<file path="src/rtl/wiretrace_pkg.sv">
// +-----------------------------------------------------------------------------
// | wiretrace_pkg : record encoding constants and capture FSM states shared by
// |                 wire_capture, the trace FIFO and the downstream decoder.
// | Revision      : 1.0
// +-----------------------------------------------------------------------------
`default_nettype none

package wiretrace_pkg;

   localparam int DEF_NPROBES = 32;
   localparam int DEF_TSBITS  = 8;
   localparam int DEF_WIDTH   = DEF_TSBITS + DEF_NPROBES;
   localparam int DROP_W      = 16;

   localparam logic [DEF_TSBITS-1:0] DMAX      = {DEF_TSBITS{1'b1}};
   localparam logic [DEF_TSBITS-1:0] D_OVF     = '0;
   localparam logic [DROP_W-1:0]     DROPS_SAT = {DROP_W{1'b1}};

   typedef enum logic [2:0] {
      ST_IDLE  = 3'd0,
      ST_WAIT  = 3'd1,
      ST_START = 3'd2,
      ST_RUN   = 3'd3,
      ST_OVF   = 3'd4
   } state_t;

   function automatic logic [DROP_W-1:0] drops_inc(input logic [DROP_W-1:0] d);
      return (d == DROPS_SAT) ? d : d + 16'd1;
   endfunction

endpackage

`default_nettype wire

</file>
<file path="src/rtl/wire_capture_if.sv">
// +-----------------------------------------------------------------------------
// | wire_capture_if : probe bus and single-cycle FIFO write port of wire_capture.
// |                   Trigger signals exist only with WIRE_CAPTURE_TRIG_EN.
// | Revision        : 1.0
// +-----------------------------------------------------------------------------
`default_nettype none

interface wire_capture_if #(
   parameter int nprobes = 32,
   parameter int tsbits  = 8,
   parameter int width   = tsbits + nprobes
);
   logic [nprobes-1:0] probe;
   logic               full;
   logic [width-1:0]   out;
   logic               ine;

`ifdef WIRE_CAPTURE_TRIG_EN
   logic [nprobes-1:0] trig_mask;
   logic [nprobes-1:0] trig_value;

   modport master (input probe, full, trig_mask, trig_value, output out, ine);
   modport slave  (output probe, full, trig_mask, trig_value, input out, ine);
`else
   modport master (input probe, full, output out, ine);
   modport slave  (output probe, full, input out, ine);
`endif

endinterface

`default_nettype wire

</file>
<file path="src/rtl/capture_delta.sv">
// +-----------------------------------------------------------------------------
// | capture_delta : saturating cycles-since-last-record counter, load-to-1 and
// |                 DMAX flag. Resets to 1.
// | Revision      : 1.0
// +-----------------------------------------------------------------------------
`default_nettype none

module capture_delta #(
   parameter int tsbits = 8
) (
   input  wire logic              clk,
   input  wire logic              reset,
   input  wire logic              load1,
   input  wire logic              inc,
   output logic [tsbits-1:0]      cnt,
   output logic                   at_max
);

   localparam logic [tsbits-1:0] c_one  = {{(tsbits-1){1'b0}}, 1'b1};
   localparam logic [tsbits-1:0] c_dmax = {tsbits{1'b1}};

   logic [tsbits-1:0] cnt_q;
   logic [tsbits-1:0] cnt_d;

   always_comb begin
      cnt_d = cnt_q;
      if (load1) begin
         cnt_d = c_one;
      end else if (inc && (cnt_q != c_dmax)) begin
         cnt_d = cnt_q + c_one;
      end
   end

   always_ff @(posedge clk) begin
      if (reset) begin
         cnt_q <= c_one;
      end else begin
         cnt_q <= cnt_d;
      end
   end

   assign cnt    = cnt_q;
   assign at_max = (cnt_q == c_dmax);

endmodule

`default_nettype wire

</file>
<file path="src/rtl/wire_capture.sv">
// +-----------------------------------------------------------------------------
// | wire_capture : registers probe wires and writes time-delta, keepalive and
// |                overflow records into the trace FIFO. Option: WIRE_CAPTURE_TRIG_EN.
// | Revision     : 1.0
// +-----------------------------------------------------------------------------
`default_nettype none

module wire_capture
   import wiretrace_pkg::*;
#(
   parameter int nprobes = 32,
   parameter int tsbits  = 8,
   parameter int width   = tsbits + nprobes
) (
   input  wire logic      clk,
   input  wire logic      reset,
   input  wire logic      arm,
   wire_capture_if.master bus
);

   localparam logic [tsbits-1:0] c_dmax  = {tsbits{1'b1}};
   localparam logic [tsbits-1:0] c_d_ovf = '0;

   state_t               state_q, state_d;
   logic [nprobes-1:0]   sample_q, sample_d;
   logic [nprobes-1:0]   last_q, last_d;
   logic [DROP_W-1:0]    drops_q, drops_d;

   logic [tsbits-1:0]    w_cnt;
   logic                 w_at_max;
   logic                 w_load1;
   logic                 w_inc;
   logic                 w_changed;
   logic                 w_ine;
   logic [tsbits-1:0]    w_rec_d;
   logic [nprobes-1:0]   w_rec_v;
   logic [nprobes-1:0]   w_drops_ext;
   logic [width-1:0]     w_out;
   logic                 w_trig_hit;

   capture_delta #(.tsbits(tsbits)) u_delta (
      .clk    (clk),
      .reset  (reset),
      .load1  (w_load1),
      .inc    (w_inc),
      .cnt    (w_cnt),
      .at_max (w_at_max)
   );

`ifdef WIRE_CAPTURE_TRIG_EN
   assign w_trig_hit = ((sample_q & bus.trig_mask) == (bus.trig_value & bus.trig_mask));
`else
   assign w_trig_hit = 1'b1;
`endif

   assign w_changed = (sample_q != last_q);
   assign sample_d  = bus.probe;

   always_comb begin
      w_drops_ext                = '0;
      w_drops_ext[DROP_W-1:0]    = drops_q;
   end

   always_comb begin
      state_d = state_q;
      last_d  = last_q;
      drops_d = drops_q;
      w_load1 = 1'b0;
      w_inc   = 1'b0;
      w_ine   = 1'b0;
      w_rec_d = '0;
      w_rec_v = '0;

      case (state_q)
         ST_IDLE: begin
            if (arm) begin
`ifdef WIRE_CAPTURE_TRIG_EN
               state_d = ST_WAIT;
`else
               state_d = ST_START;
`endif
            end
         end

         ST_WAIT: begin
            if (w_trig_hit) begin
               state_d = ST_START;
            end
         end

         ST_START: begin
            w_ine   = 1'b1;
            w_rec_d = c_dmax;
            w_rec_v = sample_q;
            if (!bus.full) begin
               last_d  = sample_q;
               w_load1 = 1'b1;
               state_d = ST_RUN;
            end
         end

         ST_RUN: begin
            if (w_changed || w_at_max) begin
               w_ine   = 1'b1;
               w_rec_d = w_cnt;
               w_rec_v = sample_q;
               // The refused value is counted as drop #1, so last tracks it to
               // keep OVF from counting the same change a second time.
               last_d  = sample_q;
               if (!bus.full) begin
                  w_load1 = 1'b1;
               end else begin
                  drops_d = {{(DROP_W-1){1'b0}}, 1'b1};
                  state_d = ST_OVF;
               end
            end else begin
               w_inc = 1'b1;
            end
         end

         ST_OVF: begin
            w_ine   = 1'b1;
            w_rec_d = c_d_ovf;
            w_rec_v = w_drops_ext;
            last_d  = sample_q;
            if (w_changed) begin
               drops_d = drops_inc(drops_q);
            end
            if (!bus.full) begin
               state_d = ST_START;
            end
         end

         default: begin
            state_d = ST_IDLE;
         end
      endcase

      // Disarm overrides the transition but the current offer still stands.
      if (!arm) begin
         state_d = ST_IDLE;
      end
   end

   always_ff @(posedge clk) begin
      if (reset) begin
         state_q  <= ST_IDLE;
         sample_q <= '0;
         last_q   <= '0;
         drops_q  <= '0;
      end else begin
         state_q  <= state_d;
         sample_q <= sample_d;
         last_q   <= last_d;
         drops_q  <= drops_d;
      end
   end

   assign w_out   = {w_rec_d, w_rec_v};
   assign bus.out = w_out;
   assign bus.ine = w_ine;

endmodule

`default_nettype wire
</file>
<file path="src/flat_wrapper.sv">
// flat-port wrapper written by rule: the top's interface ports become plain ports
module wire_capture_flat import wiretrace_pkg::*;
#(
   parameter int nprobes = 32,
   parameter int tsbits  = 8,
   parameter int width   = tsbits + nprobes
)
  (clk, reset, arm, bus_probe, bus_full, bus_out, bus_ine);
  wire_capture_if #(.nprobes(nprobes), .tsbits(tsbits), .width(width)) bus_i ();
  input  wire logic clk;
  input  wire logic reset;
  input  wire logic arm;
  input wire logic [$bits(bus_i.probe)-1:0] bus_probe;
  input wire logic [$bits(bus_i.full)-1:0] bus_full;
  output wire logic [$bits(bus_i.out)-1:0] bus_out;
  output wire logic [$bits(bus_i.ine)-1:0] bus_ine;
  assign bus_i.probe = bus_probe;
  assign bus_i.full = bus_full;
  assign bus_out = bus_i.out;
  assign bus_ine = bus_i.ine;
  wire_capture #(.nprobes(nprobes), .tsbits(tsbits), .width(width)) u_core (.clk(clk), .reset(reset), .arm(arm), .bus(bus_i));
endmodule
</file>
<file path="config.mk">
export PLATFORM = sky130hd
export DESIGN_NAME = wire_capture_flat
export DESIGN_NICKNAME = d
export VERILOG_FILES = /design/src/rtl/wiretrace_pkg.sv /design/src/rtl/wire_capture_if.sv /design/src/rtl/capture_delta.sv /design/src/rtl/wire_capture.sv /design/src/flat_wrapper.sv
export SDC_FILE = /design/constraint.sdc
export NUM_CORES = 1
export LEC_CHECK = 0
export CAP_MARGIN = 15
export CORE_AREA = 5 5 104 106
export DETAILED_ROUTE_END_ITERATION = 12
export DIE_AREA = 0 0 109 111
export HOLD_SLACK_MARGIN = 0.08
export PLACE_DENSITY_LB_ADDON = 0.15
export SYNTH_ARGS = -nofsm -noshare
export SYNTH_HDL_FRONTEND = slang
export SYNTH_SLANG_ARGS = --single-unit
export TNS_END_PERCENT = 20
</file>
<file path="constraint.sdc">
create_clock -name clk -period 6.2 [get_ports clk]
set_clock_uncertainty 0.15 [all_clocks]
set_input_delay 1.24 -clock clk [delete_from_list [all_inputs] [get_ports clk]]
set_output_delay 1.24 -clock clk [all_outputs]
set_load 0.05 [all_outputs]
</file>
# ---- Word level (Yosys, flattened, before mapping)
# Cells that the tools add are included.
dict set report totals {
  romBits 0
  ram_bits 0
  latchBits 0
  regBits 91
  out_inout_bits 41
  in_bits 36
  memories 0
}
dict set report op_classes {
  mux 24
  addsub 2
  n_reduce_logical 12
  eq_ne 14
  bitwise 1
  n_div 0
  shifts 0
  multipliers 0
  n_lt_le_gt_ge 0
}
# op count
set op_table {}
lappend op_table {{one-hot mux 32 bit (3 select lines)} 2}
lappend op_table {{two-way mux 32 bit} 3}
lappend op_table {{two-way mux 16 bit} 4}
lappend op_table {{inequality test 32 bit} 1}
lappend op_table {{one-hot mux 16 bit (2 select lines)} 1}
lappend op_table {{adder 16 x 1 -> 16 bit (second input constant)} 1}
lappend op_table {{equality test 16 bit (second input constant)} 1}
lappend op_table {{one-hot mux 8 bit (2 select lines)} 1}
lappend op_table {{two-way mux 3 bit} 4}
lappend op_table {{one-hot mux 3 bit (4 select lines)} 1}
lappend op_table {{adder 8 x 1 -> 8 bit (second input constant)} 1}
lappend op_table {{equality test 8 bit (second input constant)} 1}
lappend op_table {{two-way mux 8 bit} 1}
lappend op_table {{inequality test 2 bit (second input constant)} 4}
lappend op_table {{inequality test 8 bit (second input constant)} 1}
lappend op_table {{OR reduction 2 bit} 4}
lappend op_table {{equality test 3 x 2 -> 1 bit (second input constant)} 2}
lappend op_table {{two-way mux 1 bit} 5}
lappend op_table {{AND reduction 5 bit} 1}
lappend op_table {{inequality test 2 x 1 -> 1 bit (second input constant)} 2}
lappend op_table {{one-hot mux 1 bit (2 select lines)} 2}
lappend op_table {{AND reduction 4 bit} 1}
lappend op_table {{equality test 3 x 1 -> 1 bit (second input constant)} 1}
lappend op_table {{equality test 3 bit (second input constant)} 1}
lappend op_table {{other kinds (7)} 7}

# ---- Logic depth before layout (Yosys ltp)
dict set report logic_depth {
  depth_word 5
  mapped_depth 8
  depth_no_buf 7
}

# ---- By module
# Synthesis repeated with hierarchy kept, for this count alone.
dict set report unflattened {
  hier_cells 482
  area_unflattened_um2 4621.9
}
# module seq_area_each_um2 cells_per_inst area_per_inst_um2 n_inst
set by_module_without_submodules {}
lappend by_module_without_submodules {wire_capture 1661.6 436 4206.5 1}
lappend by_module_without_submodules {capture_delta 160.2 46 415.4 1}

# ---- Least setup slack after synthesis
# Ideal clock, no wire load.
dict set report synth_timing {
  kind {register to output}
  start {reg u_core.u_delta.cnt_q[3] (netlist: u_core.u_delta.cnt[3])}
  end {out bus_out[12]}
  path_stages_with_launch 6
  path_slack_ps 2728
  arrival_time_ps 2082
  path_buffers 1
  required_ps 4810
  path_cell_list {dfxtp_1 -> and4_1 -> nand4_1 -> a41oi_1 -> clkbuf_1 -> a22o_1}
}
dict set report synth_between {
  elab_chain_len 4
}
# item line
set synth_lines {}
lappend synth_lines {{start, declared} capture_delta.sv:22} ;# logic [tsbits-1:0] cnt_q;
lappend synth_lines {{start signal, assigned} capture_delta.sv:36} ;# cnt_q <= c_one;
lappend synth_lines {{start signal, assigned} capture_delta.sv:38} ;# cnt_q <= cnt_d;
lappend synth_lines {{equality test 8 bit} capture_delta.sv:43} ;# assign at_max = (cnt_q == c_dmax);
lappend synth_lines {{logical OR 1 bit} wire_capture.sv:103} ;# if (w_changed || w_at_max) begin
lappend synth_lines {{two-way mux 32 bit} wire_capture.sv:103}
lappend synth_lines {{one-hot mux 32 bit (3 select lines)} wire_capture.sv:74} ;# case (state_q)
lappend synth_lines {{end, declared} flat_wrapper.sv:15} ;# output wire logic [$bits(bus_i.out)-1:0] bus_out;
# No other way between the ends.

# ---- Worst setup path in the final report
dict set report layout_timing {
  start {reg u_core.sample_q[5]}
  end {out bus_out[14]}
}
dict set report layout_between {
  elab_chain_len 4
}
# item line
set layout_lines {}
lappend layout_lines {{start, declared} wire_capture.sv:25} ;# logic [nprobes-1:0] sample_q, sample_d;
lappend layout_lines {{start signal, assigned} wire_capture.sv:153} ;# sample_q <= sample_d;
lappend layout_lines {{inequality test 32 bit} wire_capture.sv:56} ;# assign w_changed = (sample_q != last_q);
lappend layout_lines {{logical OR 1 bit} wire_capture.sv:103}
lappend layout_lines {{two-way mux 32 bit} wire_capture.sv:103}
lappend layout_lines {{one-hot mux 32 bit (3 select lines)} wire_capture.sv:74}
# No other way between the ends.

==> out/metrics.cfg <==
[critical_path]
cp_max_fo = 30
crit_path_end_kind = primary output
critical_path_class = reg2out
start_kind = register
required_ns = 4.81
cp.arrival_ns = 3.34

[route]
ant_nets = 0
vias = 3555
drt_iter0_markers = 176
drt-vias-per-instance = 5.282
post_drt_wl_per_cell_um = 15.46
drt_wl_total_um = 10400
drcViolationCount = 0
first_pass_iters = 4

[die]
core_um2 = 9684
die_x_um = 109
ioPinCount = 77
start_util = 0.4456
dieArea_um2 = 12100
die_y_um = 111
rows = 36

[sta]
tightest_slew_ns = 0.7231
tns_ns = 0
max_freq_ghz = 0.2112
setup_ws_ns = 1.466
rsz0062_at_grt = false
setup_viol = 0
min_period_ns = 4.734
finalCritPeriodShare = 0.7635
final_max_slew_viol_count = 0
max_slew_margin = 0.5147
hold_viol_final = 0

[clocking]
post-cts-setup-buffers = 0
cts_tree = done
cts_root_buffer = clkbuf_8
cts_max_level = 3
cts_resized = 0
clk_path_buf_depth = 2
cts_num_sinks = 91
clk_latency_ns = 0.35
clkTransAtPathRegs_ns = 0.08
cts_made_buffers = 9
holdBufCountCts = 0

[power]
clkPwrFrac = 0.332
p_sw_mw = 0.2838
seqPwrFrac = 0.545
sw_frac_of_total = 0.2506
comb_power_share = 0.124
peakVddDrop_uv = 132.1
power.density_nw_per_um2 = 209.9
leakagePower_nw = 2.105
p_int_mw = 0.8488

[yosys]
yosysTopAreaCellShare = 0.4222
synthArstFlopShare = 0
yosysWarnings = 0
ys_seq_area_frac = 0.4222
synth_cell_types = 54
postSynthAreaPerCell_um2 = 9.221
synth_top_area_cell = dfxtp_1
synth_area_um2 = 4315
synthTopCellsByArea = dfxtp_1 42%, mux2i_1 7.4%, nand2_1 6.8%
ys.flop_type = dfxtp_1
syn_nets = 506
ys_seq_elements = 91
synthCells = 468
synth_edf_count = 0

[min_path]
hp-class = reg2reg

[global_route]
grt_pass1_wl_um = 17440
grt_usage = 0.1792
grt_start_max_net_pins = 65
grt-ovfl-total = 0
grt_pass1_vias = 3509
antenna_found_initial = 0

[placement]
gp_congestion = 0.8468
post-place-ws_ns = 1.576
dpl.hpwl_um = 7518
dpl.cell_count = 657
port-buffer-count = 76

[finish]
area_growth_pct = 25.05
drive_gt1_frac = 0.05370
utilization = 0.5572
nNetsFinal = 574
num_antenna_cells = 0
fin_cells = 673

[flow_run]
max-cap-violations = 0

[run_status]
run_status = complete, no violations

[layout by cell type (no fill, tap or decap), types with 3 or more instances in the layout]
| master | Yosys | final |
|---|---|---|
| a21o_1 | 3 | 3 |
| o21a_1 | 8 | 8 |
| a21bo_1 | 3 | 3 |
| o31ai_1 | 3 | 3 |
| o21ai_1 | 4 | 4 |
| clkbuf_8 | 0 | 9 |
| nor4_1 | 3 | 3 |
| xnor2_1 | 33 | 33 |
| a22o_1 | 19 | 19 |
| or3_1 | 3 | 3 |
| dfxtp_1 | 91 | 91 |
| buf_4 | 3 | 4 |
| nand3_1 | 11 | 11 |
| nand4_1 | 12 | 12 |
| and3_1 | 12 | 12 |
| clkdlybuf4s50_1 | 0 | 76 |
| clkbuf_1 | 19 | 3 |
| a221o_1 | 4 | 4 |
| nand2_1 | 78 | 78 |
| a211o_1 | 3 | 3 |
| and2_1 | 20 | 20 |
| or4_1 | 3 | 3 |
| a211oi_1 | 4 | 4 |
| inv_1 | 5 | 4 |
| nor2_1 | 12 | 12 |
| a21oi_1 | 7 | 7 |
| nor2b_1 | 35 | 35 |
| mux2i_1 | 32 | 32 |
[registers in the layout (all words and copies together) (netlist names)]
| register | cells |
|---|---|
| u_core.sample_q | 32 |
| u_core.last_q | 32 |
| u_core.state_q | 3 |
| u_core.drops_q | 16 |
| u_core.u_delta.cnt | 8 |
[through the flow]
stage / power [mW] / area, um^2 / hold WS (ns)
floorplan: 0.7156 / 4315 / 0.3005
global placement: 0.7681 / 5194 / 0.3060
detailed placement: 0.7703 / 5194 / 0.3133
CTS: 1.145 / 5369 / 0.3272
global route: 1.186 / 5396 / 0.3463
finish: 1.133 / 5396 / 0.3234
[cells in the mapped netlist, types with 2 or more instances]
master / n
clkbuf_1: 19
nor4_1: 3
ha_1: 2
dfxtp_1: 91
nor3_1: 2
xnor2_1: 33
o21ai_1: 4
a211oi_1: 4
nor4_4: 2
buf_4: 3
a22o_1: 19
a21oi_1: 7
a21oi_2: 2
and2_1: 20
nand4_1: 12
and4_1: 2
o21ai_0: 2
nor2b_1: 35
o31ai_1: 3
a221o_1: 4
a21bo_1: 3
or2_1: 2
or3_1: 3
nand3_1: 11
a41oi_1: 3
nand2_1: 78
o21a_1: 8
or4_1: 3
inv_1: 5
mux2i_1: 32
xor2_1: 2
a21o_1: 3
nor2_1: 12
and3_1: 12
a211o_1: 3
[area by class of cell]
class                   instances  area, um^2
clock buffers                  12       135.1
inverters                       5       18.77
clock inverters                 3       40.04
flip-flops and latches         91        1822
multi-input cells             348        2396
repair buffers                 81       818.3
well taps                     133       166.4
fillers                       915        4288
[worst paths after layout]
| path | startpoint | to | slack (ns) | cells after the start |
|---|---|---|---|---|
| setup reg to reg | u_core.sample_q[5] | u_core.last_q[25] | 3.05 | 8 |
| hold reg to reg | u_core.last_q[5] | u_core.last_q[5] | 0.32 | 2 |
| hold / removal | u_core.last_q[5] | u_core.last_q[5] | 0.32 | 2 |
| setup / recovery | u_core.sample_q[5] | bus_out[14] | 1.47 | 7 |
[critical path: stages (launching register included)]
cell and delay [ns]:
dfxtp_1 0.43, xnor2_1 0.16, nand4_1 0.18, nor4_4 0.59, a41oi_4 0.40, buf_16 0.29
a22o_1 0.25, clkdlybuf4s50_1 0.70
[per-layer routing]
metal | GRT usage | part of all wire
met5 | 0 | 0
met4 | 0.06145 | 0.017
met1 | 0.2443 | 0.47
met2 | 0.2834 | 0.46
met3 | 0.03203 | 0.057
[cell families after synthesis]
group,share of synthesized area
compound gates,0.1412
xor+xnor,0.07104
fa+ha+maj,0.005798
buf+inv,0.02986
flops,0.4222
mux,0.07423
simple gates,0.2557
[power by group through the flow]
stage                     Sequential [mW]  Combinational, mW  Clock, mW
final                               0.617              0.140      0.376
after global routing                0.620              0.151      0.415
after CTS                           0.617              0.140      0.388
after detailed placement            0.631              0.139          0
after global placement              0.631              0.137          0
after floorplan                     0.625             0.0910          0
Note: power is estimated with default switching activity, not from simulation.
